[src/rtl/jk_ctrl_pkg.sv]
// Shared types for the JK bank controller.
// Opcodes, FSM states and the default step-count width.
package jk_ctrl_pkg;

    localparam int LEN_W_DEF = 8;

    typedef enum logic [2:0] {
        OP_HOLD  = 3'd0,
        OP_CLEAR = 3'd1,
        OP_LOAD  = 3'd2,
        OP_UP    = 3'd3,
        OP_DOWN  = 3'd4
    } op_e;

    typedef enum logic [1:0] {
        ST_IDLE = 2'd0,
        ST_EXEC = 2'd1,
        ST_DONE = 2'd2
    } state_e;

    function automatic logic op_legal(input logic [2:0] op);
        return op <= 3'd4;
    endfunction

    function automatic logic op_counted(input logic [2:0] op);
        return (op == OP_HOLD) || (op == OP_UP) || (op == OP_DOWN);
    endfunction

endpackage

[src/rtl/jk.sv]
// Single JK flip-flop with synchronous active-high reset.
// j/k: 00 hold, 01 clear, 10 set, 11 toggle.
module jk (
    input  logic clk,
    input  logic reset,
    input  logic j,
    input  logic k,
    output logic q
);

    always_ff @(posedge clk) begin
        if (reset) begin
            q <= 1'b0;
        end else begin
            case ({j, k})
                2'b01:   q <= 1'b0;
                2'b10:   q <= 1'b1;
                2'b11:   q <= ~q;
                default: q <= q;
            endcase
        end
    end

endmodule

[src/rtl/jk_bank_ctrl.sv]
// Command-driven controller for a bank of JK flip-flops.
// Executes HOLD/CLEAR/LOAD/UP/DOWN one step per EXEC cycle.
module jk_bank_ctrl
    import jk_ctrl_pkg::*;
#(
    parameter int WIDTH = 4,
    parameter int LEN_W = LEN_W_DEF
) (
    input  logic             clk,
    input  logic             reset,
    input  logic             cmd_valid,
    output logic             cmd_ready,
    input  logic [2:0]       cmd_op,
    input  logic [WIDTH-1:0] cmd_data,
    input  logic [LEN_W-1:0] cmd_len,
    output logic [WIDTH-1:0] count,
    output logic             busy,
    output logic             done,
    output logic             tc,
    output logic             err
);

    state_e           state;
    logic [2:0]       op_q;
    logic [WIDTH-1:0] data_q;
    logic [LEN_W-1:0] rem;
    logic             err_q;
    logic             accept;
    logic             short_cmd;
    logic [WIDTH-1:0] up_t;
    logic [WIDTH-1:0] dn_t;
    logic             up_acc;
    logic             dn_acc;
    logic [WIDTH-1:0] j;
    logic [WIDTH-1:0] k;

    assign cmd_ready = reset && (state == ST_IDLE);
    assign accept    = cmd_valid && cmd_ready;
    assign short_cmd = !op_legal(cmd_op)
                    || (op_counted(cmd_op) && (cmd_len == '0));

    assign busy = reset && (state == ST_EXEC);
    assign done = reset && (state == ST_DONE);
    assign err  = done && err_q;
    assign tc   = busy && (((op_q == OP_UP) && (&count))
                        || ((op_q == OP_DOWN) && (~|count)));

    always_ff @(posedge clk) begin
        if (!reset) begin
            state  <= ST_IDLE;
            rem    <= '0;
            op_q   <= OP_HOLD;
            data_q <= '0;
            err_q  <= 1'b0;
        end else begin
            case (state)
                ST_IDLE: begin
                    if (accept) begin
                        op_q   <= cmd_op;
                        data_q <= cmd_data;
                        err_q  <= !op_legal(cmd_op);
                        if (short_cmd) begin
                            state <= ST_DONE;
                            rem   <= '0;
                        end else begin
                            state <= ST_EXEC;
                            rem   <= op_counted(cmd_op) ? cmd_len : LEN_W'(1);
                        end
                    end
                end
                ST_EXEC: begin
                    rem <= rem - 1'b1;
                    if (rem == LEN_W'(1)) state <= ST_DONE;
                end
                ST_DONE: begin
                    state <= ST_IDLE;
                    err_q <= 1'b0;
                end
                default: state <= ST_IDLE;
            endcase
        end
    end

    // Ripple toggle enables: bit i flips when all lower bits are 1 (up) / 0 (down)
    always_comb begin
        up_acc = 1'b1;
        dn_acc = 1'b1;
        up_t   = '0;
        dn_t   = '0;
        for (int i = 0; i < WIDTH; i++) begin
            up_t[i] = up_acc;
            dn_t[i] = dn_acc;
            up_acc  = up_acc & count[i];
            dn_acc  = dn_acc & ~count[i];
        end
    end

    always_comb begin
        j = '0;
        k = '0;
        if (!reset) begin
            k = '1;
        end else if (state == ST_EXEC) begin
            case (op_q)
                OP_CLEAR: k = '1;
                OP_LOAD: begin
                    j = data_q;
                    k = ~data_q;
                end
                OP_UP: begin
                    j = up_t;
                    k = up_t;
                end
                OP_DOWN: begin
                    j = dn_t;
                    k = dn_t;
                end
                default: ;
            endcase
        end
    end

    for (genvar i = 0; i < WIDTH; i++) begin : g_bit
        jk u_jk (
            .clk   (clk),
            .reset (1'b0),
            .j     (j[i]),
            .k     (k[i]),
            .q     (count[i])
        );
    end

endmodule

[config.mk]
export PLATFORM = sky130hd
export DESIGN_NAME = jk_bank_ctrl
export DESIGN_NICKNAME = d
export VERILOG_FILES = /design/src/rtl/jk_ctrl_pkg.sv /design/src/rtl/jk.sv /design/src/rtl/jk_bank_ctrl.sv
export SDC_FILE = /design/constraint.sdc
export NUM_CORES = 1
export LEC_CHECK = 0
export ABC_AREA = 1
export CAP_MARGIN = 20
export CORE_MARGIN = 2
export CORE_UTILIZATION = 45
export DETAILED_ROUTE_END_ITERATION = 8
export PLACE_DENSITY = 0.66
export SLEW_MARGIN = 20
export SYNTH_ARGS = -nofsm -noshare
export SYNTH_HDL_FRONTEND = slang
export SYNTH_SLANG_ARGS = --single-unit
[constraint.sdc]
create_clock -name clk -period 2.7 [get_ports clk]
set_input_delay 0.27 -clock clk [delete_from_list [all_inputs] [get_ports clk]]
set_output_delay 0.27 -clock clk [all_outputs]
set_load 0.03 [all_outputs]
# --- Word-level counts from Yosys, hierarchy flattened ---
# Index checks and enable logic that the tools add are counted.
op_classes:
  n_addsub: 1
  reduce_logical: 30
  n_bitwise: 9
  n_lt_le_gt_ge: 1
  muxes: 20
  eq_ne: 23
ops:
  columns: ["cell", "count"]
  rows:
  - ["two-way mux 8 bit", 3]
  - ["equality test 2 bit (second input constant)", 9]
  - ["two-way mux 4 bit", 4]
  - ["case mux 4 bit (4 select lines)", 1]
  - ["case mux 8 bit (2 select lines)", 1]
  - ["case mux 1 bit (3 select lines)", 4]
  - ["case mux 4 bit (3 select lines)", 1]
  - ["nonzero test 3 bit", 4]
  - ["equality test 2 x 1 -> 1 bit (second input constant)", 5]
  - ["equality test 3 x 2 -> 1 bit (second input constant)", 3]
  - ["logical AND 1 bit", 9]
  - ["equality test 8 x 1 -> 1 bit (second input constant)", 1]
  - ["logical NOT 8 bit", 1]
  - ["AND reduction 2 bit", 4]
  - ["subtractor 8 x 1 -> 8 bit (second input constant)", 1]
  - ["equality test 3 bit (second input constant)", 2]
  - ["two-way mux 2 bit", 3]
  - ["bitwise AND 1 bit", 4]
  - ["logical OR 1 bit", 4]
  - ["inverter 1 bit", 4]
  - ["inverter 4 bit", 1]
  - ["case mux 2 bit (2 select lines)", 1]
  - ["AND reduction 4 bit", 1]
  - ["nonzero test 2 bit", 2]
  - ["other kinds (10)", 11]
word_totals:
  output_inout_bits: 9
  elab_cells: 93
  ff_bits: 22
  in_bits: 18

# --- Longest topological paths before layout ---
logic_depth:
  ltp_word: 8
  mapped_depth: 9
  depth_no_buf: 8

# --- Hierarchy ---
# A second synthesis with hierarchy kept.
unflattened:
  hier_cells: 248
  area_unflattened_um2: 1458.9
by_module_without_submodules:
  columns: ["module", "instances", "cells_each", "seq_area_each_um2", "area_each_um2"]
  rows:
  - ["jk_bank_ctrl", 1, 224, 360.3, 1303.8]
  - ["jk", 4, 6, 20.0, 38.8]

# --- Worst setup path before layout ---
# No wires, ideal clock.
synth_timing:
  kind: "reg2out"
  start: "reg state[1]"
  end: "out err"
  arrival_ns: 1.239
  n_path_buf: 0
  path_stages_with_launch: 5
  slack_ns: 1.191
  required_time_ns: 2.430
  cell_sequence: "dfxtp_1 > inv_1 > nor2_1 > inv_1 > nor3_1"
synth_between:
  elab_chain_cells: 3
synth_lines:
  columns: ["item", "line", "rtl"]
  rows:
  - ["start: declaration", "jk_bank_ctrl.sv:23", "state_e state;"]
  - ["start signal: assignment", "jk_bank_ctrl.sv:50", "state <= ST_IDLE;"]
  - ["start signal: assignment", "jk_bank_ctrl.sv:63", "state <= ST_DONE;"]
  - ["start signal: assignment", "jk_bank_ctrl.sv:66", "state <= ST_EXEC;"]
  - ["equality test 2 bit", "jk_bank_ctrl.sv:43", "assign done = reset && (state == ST_DONE);"]
  - ["logical AND 1 bit", "jk_bank_ctrl.sv:43", null]
  - ["logical AND 1 bit", "jk_bank_ctrl.sv:44", "assign err = done && err_q;"]
  - ["end: declaration", "jk_bank_ctrl.sv:20", "output logic err"]
# Every way passes these cells.

# --- Final worst setup path ---
layout_timing:
  start: "reg state[0]"
  end: "out busy"
layout_between:
  elab_chain_cells: 2
layout_lines:
  columns: ["item", "line", "rtl"]
  rows:
  - ["equality test 2 x 1 -> 1 bit", "jk_bank_ctrl.sv:42", "assign busy = reset && (state == ST_EXEC);"]
  - ["logical AND 1 bit", "jk_bank_ctrl.sv:42", null]
  - ["end: declaration", "jk_bank_ctrl.sv:17", "output logic busy,"]
# Every way passes these cells.

==> results.json <==
{
  "ff_latch_area_um2": 480,
  "finalSetupTns_ns": 0,
  "ys_ff_latch": 22,
  "syn_inst": 239,
  "start_kind": "register",
  "core-area_mm2": 0.00328,
  "arrival_ns": 1.93,
  "fin_crit_sh_pct": 81.4,
  "dpl.cell_count": 304,
  "dr.pass1.iters": 4,
  "die_h_um": 62.1,
  "wire_per_inst_um": 10.7,
  "syn_area_mm2": 0.00152,
  "ir_worst_vdd_mv": 0.197,
  "r2r-start": "state[0]",
  "path_clk_slew_ns": 0.12,
  "fin_cells": 307,
  "h-tree-depth": 1,
  "first_iter_violations": 61,
  "relSlewSlack_pct": 75.4,
  "crit_buf_inv": 3,
  "rsz0062_at_grt": "false",
  "grt_pass1_wl_um": 5220,
  "grt_max_degree": 23,
  "postCtsSetupRepairBufs": 0,
  "tightestPinTransition_ns": 0.365,
  "crit_start": "state[0]",
  "grt_use_total_pct": 18.0,
  "endpoint_kind": "primary output",
  "p_per_area_mw_per_mm2": 437,
  "viasPerCell": 4.85,
  "report.final.setup_viol": 0,
  "cp_max_fo": 12,
  "antenna_found_initial": 0,
  "root_buffer": "clkbuf_4",
  "min_from": "err_q",
  "rrSetupSlack_ns": 1.05,
  "dp_hpwl_um": 2530,
  "portBuffers": 26,
  "initial_core_util_pct": 46.2,
  "skew_ns": 0.00217,
  "cts-hold-fix-buffers": 0,
  "max-cap-violations": 0,
  "max_stage_delay_ns": 0.68,
  "yosysWarnings": 0,
  "wl_um": 3270,
  "final_layout_size_suffix_gt1_share_pct": 7.28,
  "max_freq_mhz": 455,
  "placementRows": 21,
  "synth_nets": 259,
  "post-route-drc-count": 0,
  "vias": 1488,
  "crit_top_cell": "nor2_4",
  "io_pins": 27,
  "clk_latency_ns": 0.30,
  "dieArea_mm2": 0.00385,
  "power_uw": 785,
  "finalWorstSetupSlack_ns": 0.502,
  "cts_buffers": 3,
  "ys_types": 29,
  "grt_pass1_vias": 1262,
  "cp_slowest_cell": "clkdlybuf4s50_1",
  "final_common_cell": "nand2_1",
  "multiInputGateArea_um2": 803,
  "gr-total-overflow": 0,
  "n_antenna_cell": 0,
  "ys_seq_area_share_pct": 31.7,
  "most-common-layout-cells": "nand2_1 (45), inv_1 (38), nand3_1 (32), nor2_1 (32), clkdlybuf4s50_1 (25)",
  "gp_congestion": 0.831,
  "place_ws_ns": 0.631,
  "ant_nets": 0,
  "slew_viol_final": 0,
  "critPathKind": "register to primary output",
  "fill_cells": 342,
  "areaGrowthSynthToFinish_pct": 18.5,
  "cpLargestDelayFamily": "buffers and inverters",
  "worstHoldPathType": "register to register",
  "clock_sinks": 22,
  "cts.path.max_buffers": 2,
  "cts_resized": 0,
  "cp_cell_sequence": "inv_2 -> nor2_4 -> inv_4 -> nor2_4 -> clkdlybuf4s50_1",
  "required_ns": 2.43,
  "timing.hold.ws_ns": 0.473,
  "finalHoldViolCount": 0,
  "nNetsFinal": 283,
  "p_leak_uw": 0.000839,
  "fin_crit_ns": 2.20,
  "avgSynthCellArea_um2": 6.34,
  "die_w_um": 62.1,
  "cts_tree": "yes",
  "outcome": "complete, no violations"
}
## cell usage after synthesis
master	n	area [µm²]
a211oi_1	1	7.51
a21oi_1	17	85.1
a21oi_2	2	17.5
and2_4	1	8.76
buf_2	1	5.00
buf_4	4	30.0
buf_6	3	33.8
clkbuf_1	1	3.75
dfxtp_1	18	360
edfxtp_1	4	120
ha_1	2	25.0
inv_1	38	143
inv_2	3	11.3
inv_4	1	6.26
nand2_1	45	169
nand3_1	32	160
nand3_2	1	10.0
nand4_1	3	18.8
nor2_1	32	120
nor2_2	1	6.26
nor2_4	2	22.5
nor3_1	1	5.00
nor3_2	1	10.0
o211a_1	1	10.0
o21ai_0	18	90.1
o21ai_1	3	15.0
o21ai_2	1	8.76
o21bai_1	1	7.51
o22ai_1	1	6.26
## state kept, by name (all words and copies together) (netlist names)
name / count
g_bit.u_jk.q: 4
op_q: 3
state: 2
rem: 8
err_q: 1
data_q: 4
## area by class of cell
type,instances,share of cell area [%]
timing repair buffer,28,15.2
multi-input combinational,166,44.7
clock buffer,3,1.25
sequential,22,26.7
tap,46,3.20
inverter,42,8.91
## report_power, final
part           leakage (µW)  switching (µW)  total [µW]  internal, µW
clock network     0.0000138            95.0         147          51.9
logic              0.000635             153         254           100
registers          0.000189            22.5         385           362
## metal layers
metal	track usage, %	routed length [µm]
met3	2.48	102
met4	3.95	15
met2	31.1	1610
met1	23.7	1540
met5	0	0
## logic make-up after synthesis
group,share of synthesized area [%]
AO/OA/AOI/OAI,16.3
adder cells (fa/ha/maj),1.65
buffers and inverters,15.3
flip-flops,31.7
AND/OR/NAND/NOR,35.0
## final timing paths
path,to,cells after the start
max,busy,5
max reg2reg,rem[1],8
min reg2reg,err_q,2
min,err_q,2
## per-stage QoR
step	cell area (µm²)	util, %
detailed placement	1770	54.0
CTS	1800	54.7
floorplan	1520	-
global route	1800	54.7
finish	1800	54.7
global placement	1770	54.0
## worst register-to-register path: cells and delay by family (launching register included)
kind                   cells  cell delay (ns)
and+or+nand+nor            5             0.80
buffers and inverters      3             0.39
DFF                        1             0.40
Power figures use the tool's default switching activity.
